[src/rtl/alu_pkg.sv]
// Shared opcodes, FSM state encoding and flag bit positions for alu_mc.
package alu_pkg;

   localparam logic [2:0] OP_ADD  = 3'd0;
   localparam logic [2:0] OP_NAND = 3'd1;
   localparam logic [2:0] OP_SUB  = 3'd2;
   localparam logic [2:0] OP_AND  = 3'd3;
   localparam logic [2:0] OP_OR   = 3'd4;
   localparam logic [2:0] OP_XOR  = 3'd5;
   localparam logic [2:0] OP_SHL  = 3'd6;
   localparam logic [2:0] OP_MUL  = 3'd7;

   typedef enum logic [1:0] {
      ST_IDLE = 2'd0,
      ST_BUSY = 2'd1,
      ST_DONE = 2'd2
   } state_e;

   // Flag register is packed as {Z,C,N,V}.
   localparam int unsigned FLAG_Z = 3;
   localparam int unsigned FLAG_C = 2;
   localparam int unsigned FLAG_N = 1;
   localparam int unsigned FLAG_V = 0;

endpackage

[src/rtl/alu_mul_seq.sv]
// Iterative unsigned shift-add multiplier: one partial-product step per step_i cycle.
module alu_mul_seq #(
   parameter int unsigned WIDTH = 4
) (
   input  logic                 clk,
   input  logic                 rst_n,
   input  logic                 start_i,
   input  logic                 step_i,
   input  logic [WIDTH-1:0]     a_i,
   input  logic [WIDTH-1:0]     b_i,
   output logic                 done_o,
   output logic [2*WIDTH-1:0]   prod_o
);

   localparam int unsigned CntW = $clog2(WIDTH) + 1;

   logic [WIDTH-1:0]   mcand_q, mcand_d;
   logic [2*WIDTH-1:0] prod_q, prod_d;
   logic [CntW-1:0]    cnt_q, cnt_d;
   logic [WIDTH:0]     sum;
   logic [2*WIDTH-1:0] step_prod;

   // Upper half accumulates, lower half holds the not-yet-consumed multiplier bits.
   always_comb begin
      sum       = {1'b0, prod_q[2*WIDTH-1:WIDTH]} + (prod_q[0] ? {1'b0, mcand_q} : '0);
      step_prod = {sum, prod_q[WIDTH-1:1]};
      mcand_d   = mcand_q;
      prod_d    = prod_q;
      cnt_d     = cnt_q;
      if (start_i) begin
         mcand_d = a_i;
         prod_d  = {{WIDTH{1'b0}}, b_i};
         cnt_d   = '0;
      end else if (step_i) begin
         prod_d = step_prod;
         cnt_d  = cnt_q + 1'b1;
      end
   end

   // done_o flags the final step; prod_o is the product that step produces.
   assign done_o = step_i && (cnt_q == CntW'(WIDTH - 1));
   assign prod_o = step_prod;

   always_ff @(posedge clk or negedge rst_n) begin
      if (!rst_n) begin
         mcand_q <= '0;
         prod_q  <= '0;
         cnt_q   <= '0;
      end else begin
         mcand_q <= mcand_d;
         prod_q  <= prod_d;
         cnt_q   <= cnt_d;
      end
   end

endmodule

[src/rtl/alu_mc.sv]
// Multi-cycle eight-op ALU with valid/ready handshakes and registered result/flags.
module alu_mc
   import alu_pkg::*;
#(
   parameter int unsigned WIDTH = 4
) (
   input  logic             clk,
   input  logic             rst_n,
   input  logic             in_valid,
   output logic             in_ready,
   input  logic [WIDTH-1:0] A,
   input  logic [WIDTH-1:0] B,
   input  logic [2:0]       sel,
   output logic             out_valid,
   input  logic             out_ready,
   output logic [WIDTH-1:0] RES,
   output logic [WIDTH-1:0] RES_HI,
   output logic             Z,
   output logic             C,
   output logic             N,
   output logic             V
);

   localparam int unsigned ShW = $clog2(WIDTH);
   localparam int unsigned Msb = WIDTH - 1;

   state_e             state_q, state_d;
   logic [WIDTH-1:0]   res_q, res_d, hi_q, hi_d;
   logic [3:0]         flags_q, flags_d;

   logic [WIDTH:0]     add_sum, sub_sum;
   logic [2*WIDTH-1:0] shl_ext;
   logic [WIDTH-1:0]   core_res;
   logic               core_c, core_v;

   logic               mul_start, mul_step, mul_done;
   logic [2*WIDTH-1:0] mul_prod;

   alu_mul_seq #(.WIDTH(WIDTH)) u_mul (
      .clk     (clk),
      .rst_n   (rst_n),
      .start_i (mul_start),
      .step_i  (mul_step),
      .a_i     (A),
      .b_i     (B),
      .done_o  (mul_done),
      .prod_o  (mul_prod)
   );

   // Bit WIDTH of the widened shift is the last bit pushed out (0 when shift is 0).
   always_comb begin
      add_sum  = {1'b0, A} + {1'b0, B};
      sub_sum  = {1'b0, A} + {1'b0, ~B} + 1'b1;
      shl_ext  = {{WIDTH{1'b0}}, A} << B[ShW-1:0];
      core_res = '0;
      core_c   = 1'b0;
      core_v   = 1'b0;
      case (sel)
         OP_ADD: begin
            core_res = add_sum[WIDTH-1:0];
            core_c   = add_sum[WIDTH];
            core_v   = (A[Msb] == B[Msb]) && (core_res[Msb] != A[Msb]);
         end
         OP_SUB: begin
            core_res = sub_sum[WIDTH-1:0];
            core_c   = sub_sum[WIDTH];
            core_v   = (A[Msb] != B[Msb]) && (core_res[Msb] != A[Msb]);
         end
         OP_NAND: core_res = ~(A & B);
         OP_AND:  core_res = A & B;
         OP_OR:   core_res = A | B;
         OP_XOR:  core_res = A ^ B;
         OP_SHL: begin
            core_res = shl_ext[WIDTH-1:0];
            core_c   = shl_ext[WIDTH];
         end
         default: ;
      endcase
   end

   always_comb begin
      state_d   = state_q;
      res_d     = res_q;
      hi_d      = hi_q;
      flags_d   = flags_q;
      mul_start = 1'b0;
      mul_step  = 1'b0;
      case (state_q)
         ST_IDLE: begin
            if (in_valid) begin
               if (sel == OP_MUL) begin
                  state_d   = ST_BUSY;
                  mul_start = 1'b1;
               end else begin
                  state_d = ST_DONE;
                  res_d   = core_res;
                  hi_d    = '0;
                  flags_d = {core_res == '0, core_c, core_res[Msb], core_v};
               end
            end
         end
         ST_BUSY: begin
            mul_step = 1'b1;
            if (mul_done) begin
               state_d = ST_DONE;
               hi_d    = mul_prod[2*WIDTH-1:WIDTH];
               res_d   = mul_prod[WIDTH-1:0];
               flags_d = {mul_prod[WIDTH-1:0] == '0, |mul_prod[2*WIDTH-1:WIDTH],
                          mul_prod[Msb], 1'b0};
            end
         end
         ST_DONE: begin
            if (out_ready) state_d = ST_IDLE;
         end
         default: state_d = ST_IDLE;
      endcase
   end

   always_ff @(posedge clk or negedge rst_n) begin
      if (!rst_n) begin
         state_q <= ST_IDLE;
         res_q   <= '0;
         hi_q    <= '0;
         flags_q <= '0;
      end else begin
         state_q <= state_d;
         res_q   <= res_d;
         hi_q    <= hi_d;
         flags_q <= flags_d;
      end
   end

   assign in_ready  = (state_q == ST_IDLE) && rst_n;
   assign out_valid = (state_q == ST_DONE);
   assign RES       = res_q;
   assign RES_HI    = hi_q;
   assign Z         = flags_q[FLAG_Z];
   assign C         = flags_q[FLAG_C];
   assign N         = flags_q[FLAG_N];
   assign V         = flags_q[FLAG_V];

endmodule
[config.mk]
export PLATFORM = sky130hd
export DESIGN_NAME = alu_mc
export DESIGN_NICKNAME = d
export VERILOG_FILES = /design/src/rtl/alu_pkg.sv /design/src/rtl/alu_mul_seq.sv /design/src/rtl/alu_mc.sv
export SDC_FILE = /design/constraint.sdc
export NUM_CORES = 1
export LEC_CHECK = 0
export CAP_MARGIN = 40
export CELL_PAD_IN_SITES_DETAIL_PLACEMENT = 2
export CELL_PAD_IN_SITES_GLOBAL_PLACEMENT = 2
export CORE_ASPECT_RATIO = 1.1
export CORE_MARGIN = 3
export CORE_UTILIZATION = 30
export CTS_CLUSTER_DIAMETER = 200
export DETAILED_ROUTE_END_ITERATION = 6
export PLACE_DENSITY = 0.79
export SETUP_SLACK_MARGIN = 0.5
export SLEW_MARGIN = 20
export SYNTH_ARGS = -nofsm -noshare
export SYNTH_HDL_FRONTEND = slang
export SYNTH_SLANG_ARGS = --single-unit
[constraint.sdc]
create_clock -name clk -period 4 [get_ports clk]
set_input_delay 0.6 -clock clk [delete_from_list [all_inputs] [get_ports clk]]
set_output_delay 0.6 -clock clk [all_outputs]
set_load 0.02 [all_outputs]
==> impl_summary.txt <==
----------------------------------------------------
[Critical path]
  Maximum fanout along the worst path ... 10
  Critical setup path kind ... in -> reg
  Signal arrival time at the worst endpoint ... slightly above 3 ns
  Category of the worst setup path launch point ... primary input
  CP Data Required Time ... 4.19 ns
  Endpoint class of the critical path ... flop

[Die]
  Top-level I/O count ... 29
  Number of rows in the core area ... 31
  Chip height ... approximately 94 um
  Initial standard-cell utilization of the core ... between 30% and 40%
  Overall die width ... 86.3 um
  Die ar. ... between 8000 and 9000 sq um
  Core area ... slightly below 7000 sq um

[Global route]
  Vias in the first global route ... roughly 2000
  Maximum number of pins on one net before global-route repair ... 29
  GRT overflow ... 0
  GRT Overall Usage ... between 10% and 20%
  Initial antenna violation count ... 0
  First-pass GRT wire length ... ~11000 um

[Synthesis]
  FF+latch count, synth ... 28
  Netlist Area Pre-Place ... about 2100 sq um
  Primary flip-flop cell chosen by synthesis mapping ... sky130_fd_sc_hd__dfrtp_1
  Mean Syn Cell Area ... slightly below 9 sq um
  YS warnings ... 0
  Post-synth ARST share ... 100%
  Synthesized instance count ... 238
  Total nets after synthesis ... between 200 and 300
  Post-synth EDFFs ... 0
  Proportion of synthesized chip area in sequential cells ... roughly 33%
  Unique masters post-synth ... ~50

[STA]
  Fmax ... 348 MHz
  Tightest slew margin relative to the limit ... approximately half
  Setup-failing EPs final ... 0
  Hold_ws ... 0.498 ns
  Maximum clock skew at final layout ... 0.00179 ns
  Setup tns final ... 0 ns
  Actual transition at the worst max-transition pin ... 0.772 ns
  Unrepaired setup endpoints after global routing ... false
  Final-report hold violation count ... 0
  Clock period minus worst slack ... between 2 and 3 ns
  Final Max Slew Viols ... 0
  Post-route fraction of the period consumed by the critical path ... a little under three quarters

[Cells and area]
  Layout cells sized above 1 ... under 10%
  Area growth from synthesis to layout ... 19.7%
  Number of antenna diodes ... 0
  Layout Nets ... roughly 300
  Final instance area ... 2550 sq um
  Fill cells ... just under 800

[Detailed routing]
  Detailed-routed wire length on met3 ... between 100 and 150 um
  Total length of routed wires ... between 6000 and 7000 um
  First-pass iteration count of the detailed router ... 3
  Iter 0 DRT Violations ... 85
  Routed metal-1 wirelength ... just under 3000 um
  Antenna-violating nets left ... 0
  Vias per inst ... 5.30
  Remaining design rule violation count ... 0
  Wire per inst ... 18.1 um
  Uppermost layer routed ... met4
  Met2 wirelength from detailed routing ... between 3000 and 4000 um
  Routed via count ... about 1800

[Clocking]
  Clock tree from TritonCTS ... yes
  Count of cells resized by post-cts repair ... 0
  Worst-Skew Late Latency ... 0.28 ns
  Root Driver ... sky130_fd_sc_hd__clkbuf_8
  CTS clock-pin slew for the worst setup and hold paths ... 0.09 ns
  Depth of the CTS H-tree ... 1
  Total clock sinks ... 28
  Num CTS Buffers ... 3
  Hold buffer count at cts ... 0
  Number of buffers inserted to repair setup after CTS ... 0
  Number of buffers on the longest clock path ... 2

[Placed design]
  Placed wire-length estimate ... about 4900 um
  Routability cong. ... approximately 0.88
  Port Buffers ... 28
  Dpl cell area ... ~2500 sq um

[Pwr]
  Portion of total power attributed to sequential cells ... 38.3%
  Cell internal pwr ... 0.000734 W
  Worst voltage drop across the vdd grid ... 0.300 mV
  Clk pwr share ... 13.0%
  Power Dens Cells ... between 400 and 500 nW/um^2
  Leakage power figure ... ~1.2 nW
  Switching fraction of total power ... about two fifths
  Share of total power in combinational logic ... 48.7%
  Switching pwr ... ~0.0005 W

[Flow run]
  Number of maximum-capacitance violations ... 0

[Status]
  Result of the run ... completed

[Min path]
  Type of the tightest min-delay check ... reg -> reg

----------------------------------------------------
[routing by layer]
layer / track usage (%) / vias up
li1: - / 880
met1: 22.2 / 924
met2: 29.0 / 20
met3: 2.36 / 5
met4: 1.95 / 0
met5: 0 / -
[cell usage after synthesis, types with 5 or more instances]
master                     instances  area share (%)
sky130_fd_sc_hd__mux2_2            6             3.2
sky130_fd_sc_hd__o21ai_0          14             3.3
sky130_fd_sc_hd__a21o_1            6             2.1
sky130_fd_sc_hd__dfrtp_1          28              33
sky130_fd_sc_hd__nand2_1          20             3.5
sky130_fd_sc_hd__inv_1            21             3.7
sky130_fd_sc_hd__nor2_1           17             3.0
sky130_fd_sc_hd__clkbuf_1          6             1.1
sky130_fd_sc_hd__nand2b_1          7             2.1
sky130_fd_sc_hd__ha_1             19              11
sky130_fd_sc_hd__and2_1            5             1.5
sky130_fd_sc_hd__buf_2             6             1.4
sky130_fd_sc_hd__nor2b_1           5             1.5
sky130_fd_sc_hd__a21oi_1          14             3.3
sky130_fd_sc_hd__mux2i_1           7             3.3
[placed cells by master (no fill, tap or decap), types with 4 or more instances in the layout]
cell,synthesis,routed
sky130_fd_sc_hd__a211o_1,4,4
sky130_fd_sc_hd__a21o_1,6,6
sky130_fd_sc_hd__a21oi_1,14,14
sky130_fd_sc_hd__and2_1,5,5
sky130_fd_sc_hd__buf_4,1,8
sky130_fd_sc_hd__clkdlybuf4s50_1,0,28
sky130_fd_sc_hd__dfrtp_1,28,28
sky130_fd_sc_hd__ha_1,19,19
sky130_fd_sc_hd__inv_1,21,21
sky130_fd_sc_hd__mux2_2,6,6
sky130_fd_sc_hd__mux2i_1,7,7
sky130_fd_sc_hd__nand2_1,20,20
sky130_fd_sc_hd__nand2b_1,7,7
sky130_fd_sc_hd__nor2_1,17,17
sky130_fd_sc_hd__nor2b_1,5,5
sky130_fd_sc_hd__o21ai_0,14,14
[cells by family after synthesis]
kind of cell / share of synthesized area, %
and+or+nand+nor: 15.9
AOI/OAI and AO/OA: 21.6
buffers and inverters: 6.70
DFF: 32.9
adders and majority gates: 14.0
muxes: 6.46
xor gates and xnor gates: 2.47
[critical path, stage by stage]
cell                              delay (ns)
sky130_fd_sc_hd__clkdlybuf4s50_1        0.70
sky130_fd_sc_hd__ha_1                   0.31
sky130_fd_sc_hd__inv_1                  0.08
sky130_fd_sc_hd__fa_1                   0.48
sky130_fd_sc_hd__nor3_1                 0.05
sky130_fd_sc_hd__a311oi_1               0.26
sky130_fd_sc_hd__o22a_1                 0.22
sky130_fd_sc_hd__nand4_1                0.14
sky130_fd_sc_hd__o31ai_1                0.23
[state kept, by name, indices dropped and copies added (netlist names)]
| register | count |
|---|---|
| u_mul.cnt_q | 3 |
| RES_HI | 4 |
| u_mul.mcand_q | 4 |
| RES | 3 |
| state_q | 2 |
| u_mul.prod_q | 8 |
| flags_q | 4 |
[power by group through the flow]
stage / clock network [W] / registers, W / logic, W
floorplan: 0 / 0.000493 / 0.000346
global placement: 0 / 0.000470 / 0.000574
detailed placement: 0 / 0.000476 / 0.000601
CTS: 0.000162 / 0.000472 / 0.000606
global route: 0.000176 / 0.000486 / 0.000672
finish: 0.000159 / 0.000470 / 0.000596
[through the flow]
step                      total power (W)  std cells  setup WS (ns)  utilization [%]
after floorplan                  0.000839        238           1.82                -
after detailed placement          0.00108        342          0.808             37.2
after CTS                         0.00124        345           1.11             37.8
final                             0.00123        345           1.13             37.8
after global placement            0.00104        341          0.874             37.1
after global routing              0.00133        345          0.902             37.8
[final timing paths]
kind	end	cells after the start	startpoint	slack [ns]
setup / recovery	flags_q[3]	9	B[0]	1.13
hold / removal	RES[1]	2	RES[1]	0.50
setup reg to reg	flags_q[2]	9	u_mul.prod_q[0]	1.88
hold reg to reg	RES[1]	2	RES[1]	0.50
max in group asynchronous	u_mul.prod_q[2]	2	rst_n	3.01
min in group asynchronous	RES[1]	2	rst_n	0.72
[cell type report]
type | count | area [sq um] | area share, %
repair buffers | 36 | 340 | 13.3
inverters | 21 | 78.8 | 3.09
flip-flops and latches | 28 | 701 | 27.5
multi-input cells | 175 | 1290 | 50.4
well taps | 82 | 103 | 4.02
clock buffers | 3 | 41.3 | 1.62
(Power assumes the default switching activity.)
